### src/rtl/alu_arbiter.sv
// -----------------------------------------------------------------------------
// alu_arbiter
//
// Shares one combinational ALU between two requesters. An accepted request
// has its six operand fields registered onto the ALU_* bus. The bus is held
// for SETTLE cycles, then the ALU return is captured into RESULT/SIG_B. A
// one-cycle VLD pulse goes back to the requester that was granted.
//
// Parameter
//   SETTLE          cycles the ALU_* bus is held before capture (1..15)
//
// Ports
//   CLK, RST        clock; synchronous active-high reset
//   REQ0/1          request from requester 0 / 1
//   OPCODE*, FUNC*, SHAMT*, RAW*, RS*, RT*   per-requester operand fields
//   GNT0/1          one-cycle pulse: request accepted, operands captured
//   VLD0/1          one-cycle pulse: RESULT/SIG_B valid for that requester
//   RESULT, SIG_B   registered ALU result and branch-taken flag
//   BUSY            high whenever a transaction is in flight
//   ALU_*           registered operand bus driven to the shared ALU
//   ALU_RESULT, ALU_SIG_B   combinational return from the shared ALU
//
// Configuration macro
//   ALU_ARB_FIXED_PRIO_EN   defined: ties always go to requester 0.
//                           undefined: ties are resolved round robin.
// -----------------------------------------------------------------------------
module alu_arbiter #(
  parameter int unsigned SETTLE = 1
) (
  input  logic        CLK,
  input  logic        RST,
  input  logic        REQ0,
  input  logic        REQ1,
  input  logic [5:0]  OPCODE0,
  input  logic [5:0]  FUNC0,
  input  logic [4:0]  SHAMT0,
  input  logic [15:0] RAW0,
  input  logic [31:0] RS0,
  input  logic [31:0] RT0,
  input  logic [5:0]  OPCODE1,
  input  logic [5:0]  FUNC1,
  input  logic [4:0]  SHAMT1,
  input  logic [15:0] RAW1,
  input  logic [31:0] RS1,
  input  logic [31:0] RT1,
  output logic        GNT0,
  output logic        GNT1,
  output logic        VLD0,
  output logic        VLD1,
  output logic [31:0] RESULT,
  output logic        SIG_B,
  output logic        BUSY,
  output logic [5:0]  ALU_OPCODE,
  output logic [5:0]  ALU_FUNC,
  output logic [4:0]  ALU_SHAMT,
  output logic [15:0] ALU_RAW,
  output logic [31:0] ALU_RS,
  output logic [31:0] ALU_RT,
  input  logic [31:0] ALU_RESULT,
  input  logic        ALU_SIG_B
);

  typedef enum logic [1:0] {
    IDLE  = 2'd0,
    DRIVE = 2'd1,
    RESP  = 2'd2
  } state_e;

  localparam logic [3:0] CNT_LAST = 4'(SETTLE - 1);
  localparam logic [5:0] OP_BEQ   = 6'b000100;
  localparam logic [5:0] OP_BNE   = 6'b000101;

  state_e      state_q, state_d;
  logic [3:0]  cnt_q, cnt_d;
  logic        owner_q, owner_d;   // requester of the transaction in flight
  logic        gnt0_q, gnt0_d, gnt1_q, gnt1_d;
  logic        vld0_q, vld0_d, vld1_q, vld1_d;
  logic [31:0] result_q, result_d;
  logic        sig_b_q, sig_b_d;
  logic [5:0]  opc_q, opc_d, func_q, func_d;
  logic [4:0]  shamt_q, shamt_d;
  logic [15:0] raw_q, raw_d;
  logic [31:0] rs_q, rs_d, rt_q, rt_d;

  logic accept;  // a request is taken on this edge
  logic pick1;   // requester 1 wins if a request is taken

  assign accept = (state_q == IDLE) && (REQ0 || REQ1);

`ifdef ALU_ARB_FIXED_PRIO_EN
  assign pick1 = REQ1 && !REQ0;
`else
  // Index granted most recently; reset to 1 so requester 0 wins the first tie.
  logic last_q;

  always_ff @(posedge CLK) begin
    if (RST) begin
      last_q <= 1'b1;
    end else if (accept) begin
      last_q <= pick1;
    end
  end

  // On a tie, grant whichever requester was not granted last.
  assign pick1 = REQ1 && (!REQ0 || !last_q);
`endif

  always_comb begin
    // NOTE: every next-state signal gets a hold/idle default before the case,
    // so no path through the block can leave one unassigned and infer a latch.
    state_d  = state_q;
    cnt_d    = cnt_q;
    owner_d  = owner_q;
    gnt0_d   = 1'b0;
    gnt1_d   = 1'b0;
    vld0_d   = 1'b0;
    vld1_d   = 1'b0;
    result_d = result_q;
    sig_b_d  = sig_b_q;
    opc_d    = opc_q;
    func_d   = func_q;
    shamt_d  = shamt_q;
    raw_d    = raw_q;
    rs_d     = rs_q;
    rt_d     = rt_q;

    case (state_q)
      IDLE: begin
        if (accept) begin
          opc_d   = pick1 ? OPCODE1 : OPCODE0;
          func_d  = pick1 ? FUNC1   : FUNC0;
          shamt_d = pick1 ? SHAMT1  : SHAMT0;
          raw_d   = pick1 ? RAW1    : RAW0;
          rs_d    = pick1 ? RS1     : RS0;
          rt_d    = pick1 ? RT1     : RT0;
          gnt0_d  = !pick1;
          gnt1_d  = pick1;
          owner_d = pick1;
          cnt_d   = 4'd0;
          state_d = DRIVE;
        end
      end
      DRIVE: begin
        cnt_d = cnt_q + 4'd1;
        if (cnt_q == CNT_LAST) begin
          result_d = ALU_RESULT;
          // Only branches produce a meaningful taken flag.
          sig_b_d  = ((opc_q == OP_BEQ) || (opc_q == OP_BNE)) && ALU_SIG_B;
          vld0_d   = !owner_q;
          vld1_d   = owner_q;
          state_d  = RESP;
        end
      end
      RESP: begin
        state_d = IDLE;
      end
      default: begin
        state_d = IDLE;
      end
    endcase
  end

  always_ff @(posedge CLK) begin
    // NOTE: reset is synchronous and sampled here, so RST dominates any
    // request on the same edge and aborts a transaction in flight.
    if (RST) begin
      state_q  <= IDLE;
      cnt_q    <= 4'd0;
      owner_q  <= 1'b0;
      gnt0_q   <= 1'b0;
      gnt1_q   <= 1'b0;
      vld0_q   <= 1'b0;
      vld1_q   <= 1'b0;
      result_q <= 32'd0;
      sig_b_q  <= 1'b0;
      opc_q    <= 6'd0;
      func_q   <= 6'd0;
      shamt_q  <= 5'd0;
      raw_q    <= 16'd0;
      rs_q     <= 32'd0;
      rt_q     <= 32'd0;
    end else begin
      // NOTE: non-blocking assignments make every register update from the
      // values that held before the edge, independent of statement order.
      state_q  <= state_d;
      cnt_q    <= cnt_d;
      owner_q  <= owner_d;
      gnt0_q   <= gnt0_d;
      gnt1_q   <= gnt1_d;
      vld0_q   <= vld0_d;
      vld1_q   <= vld1_d;
      result_q <= result_d;
      sig_b_q  <= sig_b_d;
      opc_q    <= opc_d;
      func_q   <= func_d;
      shamt_q  <= shamt_d;
      raw_q    <= raw_d;
      rs_q     <= rs_d;
      rt_q     <= rt_d;
    end
  end

  assign GNT0       = gnt0_q;
  assign GNT1       = gnt1_q;
  assign VLD0       = vld0_q;
  assign VLD1       = vld1_q;
  assign RESULT     = result_q;
  assign SIG_B      = sig_b_q;
  assign BUSY       = (state_q != IDLE);
  assign ALU_OPCODE = opc_q;
  assign ALU_FUNC   = func_q;
  assign ALU_SHAMT  = shamt_q;
  assign ALU_RAW    = raw_q;
  assign ALU_RS     = rs_q;
  assign ALU_RT     = rt_q;

endmodule

### config.mk
export PLATFORM = sky130hd
export DESIGN_NAME = alu_arbiter
export DESIGN_NICKNAME = d
export VERILOG_FILES = /design/src/rtl/alu_arbiter.sv
export SDC_FILE = /design/constraint.sdc
export NUM_CORES = 1
export LEC_CHECK = 0
export CAP_MARGIN = 20
export CORE_ASPECT_RATIO = 2
export CORE_MARGIN = 5
export CORE_UTILIZATION = 34
export CTS_CLUSTER_DIAMETER = 80
export DETAILED_ROUTE_END_ITERATION = 16
export GPL_TIMING_DRIVEN = 0
export HOLD_SLACK_MARGIN = 0.12
export PLACE_DENSITY = 0.8
export SKIP_LAST_GASP = 1
export SYNTH_ARGS = -nofsm -noshare
export SYNTH_HDL_FRONTEND = slang
export SYNTH_SLANG_ARGS = --single-unit
### constraint.sdc
create_clock -name CLK -period 1.6 [get_ports CLK]
set_input_delay 0.4 -clock CLK [delete_from_list [all_inputs] [get_ports CLK]]
set_output_delay 0.4 -clock CLK [all_outputs]
set_load 0.02 [all_outputs]
==> flow_summary.yaml <==
worst_setup_path:
  cp_cell_sequence: "nor2_4, inv_2, clkbuf_2"
  critPathArrivalTime_ns: 1.21
  cp_top_family: "flip-flops"
  r2r-end: "RESULT[27]"
  ff2ff_setup_slack_ns: -0.007
  crit_fanout: 7
  cp-start-kind: "register"
  endpoint_kind: "output port"
  critPathBufInv: 2
  crit_required_ns: 1.20
  worst_path_largest_cell_delay_ns: 0.39
  rr_worst_depth: 6
  crit_start: "state_q[0]"
  slowest_stage: "dfxtp_2"
  critPathKind: "reg2out"
  r2r-start: "cnt_q[0]"
synthesis:
  syn-instance-count: 758
  synth-seq-area-share: 0.465
  avgSynthCellArea_um2: 8.07
  yosys.area.top_type_share: 0.465
  synthTopCellsByArea: "dfxtp_1 46%, a311oi_1 14%, nand2_1 12%"
  ys_ff_latch: 142
  netlist_area_um2: 6120
  yosysTopAreaCell: "dfxtp_1"
  synth_fp_nets: 991
  yosys_warnings: 0
  synth_cell_types: 33
clock_tree:
  cts_tree: "done"
  numCtsBuffers: 17
  clkTransAtPathRegs_ns: 0.06
  htreeDepth: 4
  root_buffer: "clkbuf_16"
  clkSinkCount: 142
  clock_path_buffers: 2
  postCtsHoldBufs: 0
  clock_latency_ns: 0.42
floorplan:
  fp.dieH_um: 200
  die_x_um: 105
  num_io_pins: 366
  dieArea_um2: 20900
  row_count: 69
  initial_core_util: 0.344
  core_area_um2: 17800
sta:
  finalSetupTns_ns: -0.0183
  worst_pin_slew_ns: 0.594
  setup_slack_ns: -0.00704
  rsz0062_at_grt: "true"
  max-slew-margin-rel: 0.604
  fin_skew_ns: 0.00562
  hold_viol_final: 0
  drv_slew: 0
  setup-violations-final: 4
  fin_crit_ns: 1.61
  min_period_over_period: 1.00
  max_freq_mhz: 622
layout:
  most-common-layout-cells: "227 x clkdlybuf4s50_1, 199 x nand2_1, 138 x dfxtp_1"
  seq_area_um2: 2850
  finalNetCount: 1387
  post-route-util: 0.612
  postLayoutCellArea_um2: 10900
  fillers: 1583
  drive_gt1_frac: 0.117
  final_common_cell: "clkdlybuf4s50_1"
  synthToLayoutAreaGrowth_pct: 77.8
  multi_input_comb_area_um2: 2920
grt:
  grt-ovfl-total: 0
  grt_pass1_wl_um: 40800
  grt_max_degree: 20
  grt_usage: 0.246
  antenna_found_initial: 2
  grt_pass1_vias: 7423
pwr:
  vdd_ir_drop_max_mv: 0.581
  leakage_nw: 4.63
  power_density_nw_per_um2: 1100
run_status:
  violations: "setup timing"
  status: "finished with violations"
route:
  dr.pass1.iters: 5
  wl_per_cell_um: 20.0
  totalWireLength_um: 27500
  drt-initial-drc-count: 322
  num_vias: 7353
  drc: 0
  ant_nets: 0
  via_per_inst: 5.33
placed_design:
  place_hpwl_um: 21200
  placed_area_um2: 10000
  numPortBuffers: 364
  place_congestion: 0.918
worst_hold_path:
  worstHoldStart: "RESULT[14]"
  hold_class: "reg2reg"
  whs_endpoint: "RESULT[14]"
  holdPathStages: 2
job:
  cap_violations: 0
where the power goes:
group          total, mW  internal (mW)  switching (mW)
logic               3.44           1.57            1.88
registers           4.18           3.95           0.229
clock network       4.36           2.78            1.58
what timing repair did:
action                     in CTS  in global routing
resized for setup             180                 64
cloned                          0                  3
setup endpoints to repair     269                132
pin swaps                       3                  1
setup buffers                  11                  2
synthesized netlist by cell type, drive strengths merged:
| master | count |
|---|---|
| nand2 | 199 |
| dfxtp | 142 |
| a21oi | 134 |
| a311oi | 97 |
| buf | 49 |
| clkbuf | 35 |
| nand3 | 35 |
| o21ai | 35 |
| nor2 | 4 |
| nor3 | 4 |
| inv | 3 |
| o211ai | 3 |
| ha | 2 |
| nand3b | 2 |
| nor2b | 2 |
| nor3b | 2 |
| a21bo | 1 |
| a21boi | 1 |
| a31oi | 1 |
| nand2b | 1 |
| nand4 | 1 |
| nor4b | 1 |
| or2 | 1 |
| or3 | 1 |
| or3b | 1 |
| xor2 | 1 |
cell families after synthesis:
| kind of cell | Yosys count | synth area share |
|---|---|---|
| XOR/XNOR | 1 | 0.00143 |
| adder cells (fa/ha/maj) | 2 | 0.00409 |
| flip-flops | 142 | 0.465 |
| buffers and inverters | 87 | 0.0693 |
| AO/OA/AOI/OAI | 272 | 0.287 |
| AND/OR/NAND/NOR | 254 | 0.174 |
how the worst max path moves through the flow:
stage	end	slack, ns	cells after the start
final	BUSY	-0.007	3
after global routing	RESULT[27]	-0.07	6
after CTS	BUSY	-0.28	3
after detailed placement	ALU_RAW[11]	-0.63	7
after global placement	ALU_FUNC[0]	-0.59	6
after floorplan	RESULT[22]	0.1	7
worst min-delay path, cell delays in order, from the launching register on:
cell     delay [ns]
dfxtp_1        0.31
o21ai_2        0.05
a21oi_1        0.05
flip-flops by register name (all words and copies together) (netlist names):
signal	cells
ALU_RS	32
ALU_RT	32
RESULT	32
ALU_RAW	16
ALU_FUNC	6
ALU_OPCODE	6
ALU_SHAMT	5
cnt_q	4
state_q	2
GNT0	1
GNT1	1
SIG_B	1
VLD0	1
VLD1	1
last_q	1
owner_q	1
through the flow:
step                hold WS (ns)  worst slack (ns)  instances  total power, mW
finish                     0.460          -0.00704       1380             12.0
CTS                        0.468            -0.276       1374             11.9
global route               0.487           -0.0708       1380             12.5
detailed placement         0.454            -0.626       1335             7.73
floorplan                  0.408            0.0987        758             5.89
global placement           0.436            -0.586       1335             7.68
routing by layer:
| metal | vias up | part of all wire | GRT usage |
|---|---|---|---|
| li1 | 3540 | - | - |
| met1 | 3402 | 0.35 | 0.257 |
| met2 | 344 | 0.54 | 0.454 |
| met3 | 65 | 0.069 | 0.0643 |
| met4 | 2 | 0.039 | 0.111 |
| met5 | - | 0.00040 | 0 |
layout make-up:
type,count,share of cell area
antenna,1,0.000230
buffer,81,0.0453
clock buffer,18,0.0404
clock inverter,13,0.0179
inverter,3,0.00104
multi-input combinational,529,0.268
sequential,142,0.262
tap,213,0.0245
timing repair buffer,380,0.340
No activity file was read; power rests on OpenSTA's default activity.
